`src/rtl/keypad_pkg.sv`:
```
// Shared types and helpers for the keypad scan encoder.
package keypad_pkg;

  typedef enum logic [2:0] {
    ST_IDLE,
    ST_SCAN,
    ST_DEBOUNCE,
    ST_REPORT,
    ST_HOLD
  } state_e;

  // Key-code width for n keys, never narrower than one bit.
  function automatic int unsigned code_width(input int unsigned n);
    return (n <= 2) ? 1 : $clog2(n);
  endfunction

endpackage

```
`src/rtl/keypad_row_sync.sv`:
```
// Two-flop synchroniser for the asynchronous keypad row sense lines.
module keypad_row_sync #(
  parameter int unsigned ROWS = 4
) (
  input  logic            clock,
  input  logic            reset,
  input  logic [ROWS-1:0] row_i,
  output logic [ROWS-1:0] row_s_o
);

  logic [ROWS-1:0] meta_q;
  logic [ROWS-1:0] sync_q;

  always_ff @(posedge clock or posedge reset) begin
    if (reset) begin
      meta_q <= '0;
      sync_q <= '0;
    end else begin
      meta_q <= row_i;
      sync_q <= meta_q;
    end
  end

  assign row_s_o = sync_q;

endmodule

```
`src/rtl/keypad_scan_encoder.sv`:
```
// Column-scanning keypad encoder: detect, debounce, report one key event with
// valid/ready handshake, then hold until the key matrix is quiet again.
module keypad_scan_encoder
  import keypad_pkg::*;
#(
  parameter int unsigned ROWS     = 4,
  parameter int unsigned COLS     = 4,
  parameter int unsigned SETTLE   = 4,
  parameter int unsigned DEBOUNCE = 16,
  localparam int unsigned CODE_W  = code_width(ROWS * COLS)
) (
  input  logic              clock,
  input  logic              reset,
  input  logic [ROWS-1:0]   row_i,
  output logic [COLS-1:0]   col_o,
  output logic [CODE_W-1:0] code_o,
  output logic              valid_o,
  input  logic              ready_i,
  output logic              multi_o,
  output logic              held_o
);

  localparam int unsigned COL_W   = $clog2(COLS);
  localparam int unsigned CNT_MAX = (SETTLE > DEBOUNCE) ? SETTLE : DEBOUNCE;
  localparam int unsigned CNT_W   = $clog2(CNT_MAX + 1);
  localparam logic [COLS-1:0] COL_ONE = {{(COLS-1){1'b0}}, 1'b1};

  logic [ROWS-1:0] row_s;

  state_e            state_q, state_d;
  logic [COL_W-1:0]  idx_q, idx_d;
  logic [CNT_W-1:0]  cnt_q, cnt_d;
  logic [ROWS-1:0]   pat_q, pat_d;
  logic [COLS-1:0]   col_q, col_d;
  logic [CODE_W-1:0] code_q, code_d;
  logic              multi_q, multi_d;
  logic              valid_q, valid_d;
  logic              held_q, held_d;

  keypad_row_sync #(.ROWS(ROWS)) u_row_sync (
    .clock   (clock),
    .reset   (reset),
    .row_i   (row_i),
    .row_s_o (row_s)
  );

  // Lowest asserted row selects the code; other rows only raise multi.
  function automatic logic [CODE_W-1:0] encode(input logic [ROWS-1:0]  pat,
                                               input logic [COL_W-1:0] idx);
    logic [CODE_W-1:0] low;
    low = '0;
    for (int r = ROWS - 1; r >= 0; r--) begin
      if (pat[r]) low = CODE_W'(r);
    end
    return CODE_W'(low * CODE_W'(COLS)) + CODE_W'(idx);
  endfunction

  function automatic logic many(input logic [ROWS-1:0] pat);
    int unsigned n;
    n = 0;
    for (int r = 0; r < ROWS; r++) begin
      if (pat[r]) n++;
    end
    return n > 1;
  endfunction

  always_ff @(posedge clock or posedge reset) begin
    if (reset) begin
      state_q <= ST_IDLE;
      idx_q   <= '0;
      cnt_q   <= '0;
      pat_q   <= '0;
      col_q   <= '1;
      code_q  <= '0;
      multi_q <= 1'b0;
      valid_q <= 1'b0;
      held_q  <= 1'b0;
    end else begin
      state_q <= state_d;
      idx_q   <= idx_d;
      cnt_q   <= cnt_d;
      pat_q   <= pat_d;
      col_q   <= col_d;
      code_q  <= code_d;
      multi_q <= multi_d;
      valid_q <= valid_d;
      held_q  <= held_d;
    end
  end

  always_comb begin
    state_d = state_q;
    idx_d   = idx_q;
    cnt_d   = cnt_q;
    pat_d   = pat_q;
    code_d  = code_q;
    multi_d = multi_q;

    case (state_q)
      ST_IDLE: begin
        if (row_s != '0) begin
          state_d = ST_SCAN;
          idx_d   = '0;
          cnt_d   = '0;
        end
      end
      ST_SCAN: begin
        if (cnt_q == CNT_W'(SETTLE)) begin
          cnt_d = '0;
          if (row_s != '0) begin
            state_d = ST_DEBOUNCE;
            pat_d   = row_s;
          end else if (idx_q == COL_W'(COLS - 1)) begin
            state_d = ST_IDLE;
          end else begin
            idx_d = idx_q + COL_W'(1);
          end
        end else begin
          cnt_d = cnt_q + CNT_W'(1);
        end
      end
      ST_DEBOUNCE: begin
        if (row_s != pat_q) begin
          state_d = ST_IDLE;
          cnt_d   = '0;
        end else if (cnt_q == CNT_W'(DEBOUNCE - 1)) begin
          state_d = ST_REPORT;
          cnt_d   = '0;
          code_d  = encode(pat_q, idx_q);
          multi_d = many(pat_q);
        end else begin
          cnt_d = cnt_q + CNT_W'(1);
        end
      end
      ST_REPORT: begin
        // Event stays pending regardless of key state until consumed.
        if (ready_i) begin
          state_d = ST_HOLD;
          cnt_d   = '0;
        end
      end
      ST_HOLD: begin
        if (row_s != '0) begin
          cnt_d = '0;
        end else if (cnt_q == CNT_W'(DEBOUNCE - 1)) begin
          state_d = ST_IDLE;
          cnt_d   = '0;
        end else begin
          cnt_d = cnt_q + CNT_W'(1);
        end
      end
      default: begin
        state_d = ST_IDLE;
        cnt_d   = '0;
      end
    endcase

    // Outputs are registered from the next state so they align with it.
    valid_d = (state_d == ST_REPORT);
    held_d  = (state_d == ST_HOLD);
    col_d   = (state_d == ST_IDLE) ? '1 : (COL_ONE << idx_d);
  end

  assign col_o   = col_q;
  assign code_o  = code_q;
  assign multi_o = multi_q;
  assign valid_o = valid_q;
  assign held_o  = held_q;

endmodule
```
`config.mk`:
```
export PLATFORM = sky130hd
export DESIGN_NAME = keypad_scan_encoder
export DESIGN_NICKNAME = d
export VERILOG_FILES = /design/src/rtl/keypad_pkg.sv /design/src/rtl/keypad_row_sync.sv /design/src/rtl/keypad_scan_encoder.sv
export SDC_FILE = /design/constraint.sdc
export NUM_CORES = 1
export LEC_CHECK = 0
export CAP_MARGIN = 30
export CORE_MARGIN = 2
export CORE_UTILIZATION = 45
export DETAILED_ROUTE_END_ITERATION = 7
export DONT_BUFFER_PORTS = 1
export PLACE_DENSITY_LB_ADDON = 0.05
export SYNTH_ARGS = -nofsm -noshare
export SYNTH_HDL_FRONTEND = slang
export SYNTH_SLANG_ARGS = --single-unit
```
`constraint.sdc`:
```
create_clock -name clock -period 2 [get_ports clock]
set_input_delay 0.4 -clock clock [delete_from_list [all_inputs] [get_ports clock]]
set_output_delay 0.4 -clock clock [all_outputs]
set_load 0.03 [all_outputs]
```
# Word level (Yosys, flattened, before mapping)
# Cells that the tools add are included.
dict set report classes {
  add_sub_neg 6
  div_mod_pow 0
  shift 1
  multipliers 0
  magnitude_cmp 1
  bitwise 1
  muxes 46
  n_eq_ne 12
  n_reduce_logical 6
}
# op n
set ops {}
lappend ops {{$mux 32} 15}
lappend ops {{$add 32x1->32 const B} 3}
lappend ops {{$gt 32x1->1 const B} 1}
lappend ops {{$mux 5} 6}
lappend ops {{$mux 3} 9}
lappend ops {{$pmux 5 s5} 1}
lappend ops {{$mux 2} 11}
lappend ops {{$pmux 3 s5} 1}
lappend ops {{$eq 3x2->1 const B} 3}
lappend ops {{$eq 3x3->1 const B} 2}
lappend ops {{$logic_not 3->1} 2}
lappend ops {{$reduce_and 3->1} 2}
lappend ops {{$add 5x1->5 const B} 1}
lappend ops {{$eq 5x3->1 const B} 1}
lappend ops {{$eq 5x4->1 const B} 1}
lappend ops {{$add 4x2->4} 1}
lappend ops {{$mux 4} 1}
lappend ops {{$ne 2x2->1 const B} 2}
lappend ops {{$ne 4x4->1} 1}
lappend ops {{$pmux 2 s2} 1}
lappend ops {{$reduce_bool 4->1} 1}
lappend ops {{$shl 1x2->4 const A} 1}
lappend ops {{$eq 3x1->1 const B} 1}
lappend ops {{$add 2x1->2 const B} 1}
lappend ops {{other kinds (4)} 4}
dict set report totals {
  latch_bits 0
  output_inout_bits 11
  inputBits 7
  ff_bits 33
  elab_cells 84
  n_memories 0
  romBits 0
  ram_bits 0
}

# Longest topological paths before layout
# Gate-level depths: netlist of run 1.
dict set report depth {
  word_depth 20
  depth_mapped 8
  ltp_nobuf 8
}

# Hierarchy
# From an unflattened synthesis of run 1, not the netlist that was laid out.
dict set report hier_totals {
  hier_cells 143
  area_unflattened_um2 1630.3
}
# module cells_per_inst instances seq_area_each_um2 area_each_um2
set by_module_without_submodules {}
lappend by_module_without_submodules {keypad_scan_encoder 134 1 630.6 1426.4}
lappend by_module_without_submodules {keypad_row_sync 9 1 200.2 203.9}

# Least setup slack after synthesis of run 1
# Ideal clock, no wire load.
dict set report synth_path {
  path_type {flip-flop to flip-flop}
  start {reg cnt_q[0]}
  end {reg cnt_q[3]}
  arrival_ns 2.094
  path_stages_with_launch 9
  n_path_buf 0
  setup_slack_ns -0.161
  t_required_ns 1.933
  setup_ns 0.067
  period_less_slack_ns 2.161
  path_cell_list {dfrtp_1 > ha_1 > and3_1 > ha_1 > or3b_2 > o32a_1 > o31ai_2 > a21o_1 > a22o_1}
}
dict set report synth_via {
  elab_chain_cells 4
  elab_cells_between_ends 8
  cone_classes {add/sub (1); eq/ne (2); mux (5)}
}
# item line_no
set synth_lines {}
lappend synth_lines {{start: declaration} keypad_scan_encoder.sv:32} ;# logic [CNT_W-1:0] cnt_q, cnt_d;
lappend synth_lines {{start signal: assignment} keypad_scan_encoder.sv:81} ;# cnt_q <= cnt_d;
lappend synth_lines {{$add 5x1->5 or $eq 5x4->1 (tied branches)} n/a}
lappend synth_lines {{$mux 5} {keypad_scan_encoder.sv:126, keypad_scan_encoder.sv:145}}
lappend synth_lines {{$mux 5 (on tied branches)} {keypad_scan_encoder.sv:143, keypad_scan_encoder.sv:123}}
lappend synth_lines {{$pmux 5 s5 (*)} keypad_scan_encoder.sv:99} ;# case (state_q)
# Mark *: on every way between the ends. The rest lies on a longest branch, timed or not.
# A chain may end at the register's enable or synchronous reset.

# Worst setup path in the final report of run 1
dict set report layout_path {
  start {reg cnt_q[1]}
  end {reg cnt_q[3]}
}
# The elaborated chain is that of the path after synthesis.

==> results of run 1 <==
final cells by class:
cell class                 instances  area (sq um)
multi-input combinational         93           732
inverter                          11          41.3
fill                             313          1460
tap                               46          57.6
timing repair buffer              16           133
sequential                        33           831
clock buffer                       5          37.5
clock inverter                     3          46.3
worst reg2reg max path, delay by kind of cell, from the launching register on:
kind                       cells  cell delay (ns)
and+or+nand+nor                2             0.51
adders and majority gates      2             0.35
DFF                            1             0.40
AOI/OAI and AO/OA              4             0.69
synth_stat cells (all sizes together), types with 2 or more instances:
cell / count / share of area
a21oi: 4 / 0.013
a22o: 5 / 0.028
a31o: 2 / 0.011
a31oi: 2 / 0.0080
and3: 2 / 0.0080
dfrtp: 29 / 0.46
dfstp: 4 / 0.067
ha: 7 / 0.056
inv: 11 / 0.026
mux2: 6 / 0.043
nand2: 8 / 0.019
nand3: 6 / 0.019
nand3b: 3 / 0.014
nand4bb: 2 / 0.018
nor2: 10 / 0.024
nor2b: 2 / 0.0080
o21a: 2 / 0.0096
o21ai: 8 / 0.026
or3b: 3 / 0.017
xnor2: 5 / 0.028
flip-flops by register name, summed over array words and instances, names as in the netlist:
signal and count:
state_q 3, col_o 4, pat_q 4, cnt_q 5, u_row_sync.row_s_o 4, code_o 4
valid_o 1, u_row_sync.meta_q 4, multi_o 1, held_o 1, idx_q 2
timing repair:
item                                    4_1_cts  5_1_grt
endpoints found under the setup margin        2        8
pin swaps                                     2        4
gates resized for setup                       0        6
cloned                                        0        0
setup buffers                                 0        1
worst min-delay path by stage:
stage	from	end	slack [ns]	cells after the start
after detailed placement	u_row_sync.meta_q[3]	u_row_sync.row_s_o[3]	0.33	0
after CTS	reset	u_row_sync.meta_q[2]	0.01	1
after floorplan	u_row_sync.meta_q[0]	u_row_sync.row_s_o[0]	0.33	0
after global placement	u_row_sync.meta_q[2]	u_row_sync.row_s_o[2]	0.33	0
final	reset	u_row_sync.meta_q[2]	0.02	1
after global routing	reset	valid_o	0.03	1
cells by family (layout without fill, tap and decap cells):
logic type                 Yosys count  count (layout)  synth area share
and+or+nand+nor                     44              44             0.169
DFF                                 33              33             0.530
AOI/OAI and AO/OA                   30              30             0.135
buffers and inverters               13              35            0.0335
adders and majority gates            7               7            0.0559
xor gates and xnor gates             6               6            0.0335
muxes                                6               6            0.0431
power breakdown:
part / switching (mW) / leakage (nW) / total [mW] / internal (mW)
logic: 0.475 / 0.412 / 0.977 / 0.501
registers: 0.185 / 0.412 / 1.01 / 0.822
clock network: 0.239 / 0.0414 / 0.504 / 0.265
total: 0.900 / 0.866 / 2.49 / 1.59
metrics by stage:
step,std cells,TNS (ns)
after global placement,198,0
final,207,0
after CTS,206,-0.00209
after global routing,207,-0.186
after floorplan,139,-0.0258
after detailed placement,198,-0.0263
routing by layer:
metal / global-route usage / share of wire / wire length [um] / vias up
li1: - / - / - / 539
met1: 0.216 / 0.46 / 1400 / 529
met2: 0.278 / 0.49 / 1490 / 25
met3: 0.0541 / 0.041 / 124 / 2
met4: 0.0722 / 0.0066 / 20 / 0
met5: 0 / 0 / 0 / -
==> flow_summary.ini, run 1 <==
[place]
place_ws_ns = -0.0263
portBuffers = 0
hpwl_um = 2270
dpl-instance-area_sq_um = 1770
place_congestion = 0.789

[routing]
wl_per_cell_um = 14.7
drcViolationCount = 0
first_pass_iters = 5
antenna_left = 0
drt_wl_total_um = 3030
vias = 1095
routed_via_density = 5.29
drt_iter0_markers = 28

[timing]
timing.final.crit_period_ns = 2.00
slew_viol_final = 0
tightest_slew_ns = 0.612
fmax_mhz = 501
holdWs_ns = 0.0197
worst_slack_ns = 0.00455
fin_crit_sh = 0.998
rsz0062_at_grt = yes
slew_headroom = 0.591
skew_ns = 0.00679
hold_viol = 0
setup_viol = 0

[setup_path]
critPathBufInv = 0
critPathCapture = cnt_q[3]
crit_chain = ha_2 > and3_4 > ha_4 > or3b_4 > o32a_1 > o31ai_4 > a21o_1 > a22o_1
slowest_delay_ns = 0.40
rrSetupSlack_ns = 0.005
critPathLaunchType = flip-flop
required_ns = 2.28
rr_worst_depth = 8
critical_path.slowest_cell = dfrtp_1
critPathMaxFanout = 6
startpoint = cnt_q[1]
setup.worst_path.class = reg -> reg
timing.rr.start = cnt_q[1]
cp-end-kind = flip-flop
worstPathArrival_ns = 2.28
worstSetupPathDepth = 8
path_delay_family = compound AO/OA/AOI/OAI gates
worstReg2RegEnd = cnt_q[3]

[global_routing]
grt_max_degree = 20
antenna_found_initial = 0
grt_pass1_vias = 1128
overflow = 0
grt_first_pass_wirelength_um = 5270
track_usage = 0.173

[floorplanning]
io-pin-count = 18
core_region_area_sq_um = 3340
dieArea_sq_um = 3970
rows = 21
die_h_um = 63
fp.dieW_um = 63
initial_core_util = 0.469

[yosys]
async_flop_share = 1.00
syn-cell-area_sq_um = 1570
ys_seq_area_frac = 0.530
yosys_warnings = 0
ys_types = 40
postSynthCellCount = 139
synth_area_per_cell_sq_um = 11.3
synth-edff-count = 0
syn-num-nets = 153
synthFlopType = dfrtp_1
yosys_register_bits = 33

[finish]
utilization = 0.563
mostFrequentLayoutCell = dfrtp_1
diodes = 0
syn2layout_area_growth_pct = 19.9
drive_above_1_share = 0.298
finish.instance_area_sq_um = 1880
nNetsFinal = 174
final_cell_mix = dfrtp_1 (29), buf_4 (15), inv_1 (11)

[job]
cap_violations = 0

[power]
p_total_mw = 2.49
cellLeakagePower_nw = 0.866
max-vdd-ir-drop_v = 0.000525
power_per_cell_area_nw_per_um2 = 1320

[clocking]
clk_path_buf_depth = 2
clk_latency_ns = 0.33
cts_tree = yes
root_buffer = clkbuf_4
cts_hold_buf = 0
clkTransAtPathRegs_ns = 0.11
numCtsBuffers = 5
clock_sinks = 33
htree_num_levels = 2

[worst_hold_path]
hold_class = in -> async

[run_status]
status = finished, final reports clean
No activity file was read; power rests on OpenSTA's default activity.
==> run 2: changes to the inputs <==
REMOVE_ABC_BUFFERS = 1   (was not set)
SKIP_LAST_GASP = 1   (was not set)
==> flow_summary.ini, run 2 (synthesis gave the netlist of run 1 again) <==
[timing]
hold_viol = 0
tightest_slew_ns = 0.411
rsz0062_at_grt = yes
setup_viol = 0
fmax_mhz = 501
fin_crit_sh = 0.998
timing.final.crit_period_ns = 2.00
slew_headroom = 0.726
skew_ns = 0.00967
slew_viol_final = 0

[place]
dpl-instance-area_sq_um = 1720
portBuffers = 0
place_congestion = 0.797
hpwl_um = 2070

[power]
power_per_cell_area_nw_per_um2 = 1320
max-vdd-ir-drop_v = 0.000513
cellLeakagePower_nw = 0.856

[finish]
finish.instance_area_sq_um = 1860
largest_register_ffs = 5
nNetsFinal = 173
drive_above_1_share = 0.294
seqCellArea_sq_um = 832
multi_input_area_sq_um = 734
utilization = 0.558
final_cell_mix = dfrtp_1 (28), buf_4 (15), inv_1 (11)
regMostFlops = cnt_q
mostFrequentLayoutCell = dfrtp_1
syn2layout_area_growth_pct = 18.9
nFillCells = 303
diodes = 0

[routing]
vias = 1079
antenna_left = 0
first_pass_iters = 4
wl_per_cell_um = 13.5
drcViolationCount = 0
drt_iter0_markers = 57
routed_via_density = 5.24
drt_wl_total_um = 2780

[global_routing]
overflow = 0
track_usage = 0.160
antenna_found_initial = 0
grt_first_pass_wirelength_um = 4860
grt_max_degree = 34
grt_pass1_vias = 1035

[floorplanning]
die_h_um = 63
initial_core_util = 0.469
rows = 21
io-pin-count = 18
fp.dieW_um = 63
dieArea_sq_um = 3970
core_region_area_sq_um = 3340

[job]
cap_violations = 0

[worst_hold_path]
hold_class = in -> async

[setup_path]
cp-end-kind = flip-flop
rr_worst_depth = 8
setup.worst_path.class = reg -> reg
critPathLaunchType = flip-flop
worstPathArrival_ns = 2.27
crit_chain = ha_2 > and3_4 > ha_4 > or3b_4 > o32a_1 > o31ai_4 > a21o_1 > a22o_1
required_ns = 2.28
critPathBufInv = 0
timing.rr.start = cnt_q[0]
path_delay_family = compound AO/OA/AOI/OAI gates
worstReg2RegEnd = cnt_q[3]
slowest_delay_ns = 0.40
critPathMaxFanout = 6
critical_path.slowest_cell = dfrtp_1
rrSetupSlack_ns = 0.005

[clocking]
htree_num_levels = 2
root_buffer = clkbuf_4
numCtsBuffers = 5
clk_latency_ns = 0.33
clkTransAtPathRegs_ns = 0.11
clock_sinks = 33
clk_path_buf_depth = 2
cts_tree = yes

[run_status]
status = finished, final reports clean
## run 2: cell type report
class,count,share of cell area
multi-input cells,93,0.394
clock inverters,3,0.0249
clock buffers,5,0.0202
repair buffers,15,0.0605
flip-flops and latches,33,0.447
well taps,46,0.0309
inverters,11,0.0222
## run 2: worst max-delay path by stage
stage,startpoint,endpoint,cells past startpoint
after CTS,cnt_q[1],cnt_q[3],8
after detailed placement,cnt_q[0],cnt_q[3],8
after floorplan,cnt_q[0],cnt_q[3],8
after global placement,cnt_q[0],cnt_q[3],8
final,cnt_q[0],cnt_q[3],8
after global routing,cnt_q[0],cnt_q[3],8
## run 2: what timing repair did
| action | CTS | global route |
|---|---|---|
| hold buffers | 0 | 0 |
| resized for setup | 6 | 6 |
| setup endpoints to repair | 4 | 10 |
| setup buffers | 0 | 1 |
| pin swaps | 7 | 8 |
## run 2: report_power, final
group | internal, mW | switching [mW]
combinational | 0.486 | 0.441
sequential | 0.824 | 0.198
clock | 0.265 | 0.235
## run 2: through the flow
step | hold slack (ns) | power, mW | setup slack [ns] | TNS, ns | std cells
3_5_place_dp | 0.335 | 1.92 | -0.146 | -0.398 | 197
4_1_cts | 0.0279 | 2.46 | -0.0591 | -0.0828 | 205
3_3_place_gp | 0.332 | 1.88 | -0.117 | -0.278 | 197
2_1_floorplan | 0.331 | 1.62 | -0.161 | -0.440 | 137
6_report | 0.0281 | 2.45 | 0.00470 | 0 | 206
5_1_grt | 0.0440 | 2.64 | -0.0671 | -0.235 | 206
## run 2: layer usage
metal,track usage,part of all wire,vias to the layer above
li1,-,-,535
met1,0.204,0.47,517
met2,0.250,0.47,20
met3,0.0505,0.040,7
met4,0.0667,0.018,0
met5,0,0,-
==> RTL edit, RTL diff (flow settings as in run 1) <==
`DEBOUNCE`: 16 -> 32.
--- a/src/rtl/keypad_scan_encoder.sv
+++ b/src/rtl/keypad_scan_encoder.sv
@@ -7,5 +7,5 @@
   parameter int unsigned COLS     = 4,
   parameter int unsigned SETTLE   = 4,
-  parameter int unsigned DEBOUNCE = 16,
+  parameter int unsigned DEBOUNCE = 32,
   localparam int unsigned CODE_W  = code_width(ROWS * COLS)
 ) (
Formal check against the unedited RTL: no difference found for any inputs over 10 cycles, from zero or initial values and one cycle with reset high; that may be too few to reach the edited logic, so the function may still have changed.
==> RTL edit against run 1 <==
Cell count increased by 4.3%. Worst hold slack gained 0.0036 ns. Global-route usage shrank 0.54 points. Largest cell class unchanged. Setup slack better by 0.044 ns. First-iteration DRC count increased by 57%. Sequential cell count rose by 1. Power up 1.0%. Area after synthesis is 4.3% higher. Routed wire length grew 3.8%. Design area rose by 3.4%. Synthesized cell count grew 2.2%. Largest power group unchanged.
==> RTL edit: results (changes against run 1) <==
| Metric | Value |
|---|---|
| Status | `completed (unchanged)` |
| Share of cells above drive strength 1 | `35.9% (was 29.8%)` |
| Multi-input gates | `97 (was 93)` |
| Syn nets | `154 (was 153)` |
| DRT Pass-1 Iters | `4 (was 5)` |
| WL per Instance | `14.6 um (was 14.7 um)` |
| Critical path data arrival time | `2.22 ns (was 2.28 ns)` |
| Mean Syn Cell Area | `11.5 um2 (was 11.3 um2)` |
| Setup crit end | `col_o[1] (was cnt_q[3])` |
| GP Congestion | `0.785 (was 0.789)` |
| Worst setup startpoint | `u_row_sync.row_s_o[3] (was cnt_q[1])` |
| Placed Instances | `204 (was 198)` |
| Data buffer area share | `8.51% (was 7.06%)` |
| Largest net degree at the start of global routing | `35 (was 20)` |
| Flop2flop setup slack | `0.05 ns (was 0.005 ns)` |
| Global-route wire length before repair | `5290 um (was 5270 um)` |
| Sequential cell count | `34 (was 33)` |
| Pleak | `0.912 nW (was 0.866 nW)` |
| Total global-route track usage | `16.8% (was 17.3%)` |
| Iteration-0 DRC Markers | `44 (was 28)` |
| Nonclk inv count | `9 (was 11)` |
| Worst Skew | `0.00561 ns (was 0.00679 ns)` |
| Area delta synth->final | `18.8% (was 19.9%)` |
| Reg2reg path depth | `6 (was 8)` |
| Most area-consuming cells after synthesis | `dfrtp_1 (46%), dfstp_2 (6.4%), mux2_2 (6.2%) (was dfrtp_1 (46%), dfstp_2 (6.7%), ha_1 (5.6%))` |
| DRT Wirelength | `3150 um (was 3030 um)` |
| Sw frac | `38.0% (was 36.2%)` |
| Sequential power | `1.08 mW (was 1.01 mW)` |
| Cell variety after synth | `44 (was 40)` |
| Max Clk Rate | `0.512 GHz (was 0.501 GHz)` |
| Max-slew headroom | `72.3% (was 59.1%)` |
| DR vias | `1172 (was 1095)` |
## RTL edit: changes by cell type after synthesis, moves of 3 or more
cell / run 1 / this run
nor2_1: 10 / 7
mux2_2: 6 / 9
nor3_1: 1 / 6
nand3b_1: 3 / 0
## RTL edit: worst max-delay path: stages, from the launching register on
cell and delay (ns):
dfrtp_1 0.39, or4_4 0.56, buf_4 0.18, o21ai_1 0.12, a31o_2 0.13, or3b_4 0.41, o21ai_1 0.10
## RTL edit: worst min-delay path by stage
stage                                    start                     to  slack (ns)  cells past startpoint
after floorplan           u_row_sync.meta_q[0]  u_row_sync.row_s_o[0]        0.33                      0
after global placement    u_row_sync.meta_q[2]  u_row_sync.row_s_o[2]        0.33                      0
after detailed placement  u_row_sync.meta_q[0]  u_row_sync.row_s_o[0]        0.34                      0
after CTS                                reset   u_row_sync.meta_q[2]        0.03                      2
after global routing                  row_i[2]   u_row_sync.meta_q[2]        0.04                      0
final                                    reset   u_row_sync.meta_q[2]        0.02                      2
## RTL edit: cells by family after synthesis
kind of cell / share of synthesized area [%]
adder cells (fa/ha/maj): 3.83
buffers and inverters: 2.76
XOR/XNOR: 3.75
AO/OA/AOI/OAI: 13.6
flip-flops: 52.4
multiplexers: 6.89
AND/OR/NAND/NOR: 16.8
## RTL edit: layer usage
metal | wire length (um) | up-vias | GRT usage [%] | share of wire [%]
met5 | 0 | - | 0 | 0
li1 | - | 562 | - | -
met1 | 1340 | 580 | 18.4 | 42
met2 | 1610 | 23 | 29.4 | 51
met4 | 69 | 0 | 7.71 | 2.2
met3 | 126 | 7 | 5.46 | 4.0
## RTL edit: what timing repair did
action,4_1_cts,5_1_grt
cloned,0,0
setup endpoints to repair,4,9
resized for setup,1,13
pin swaps,0,1
buffers inserted,0,4
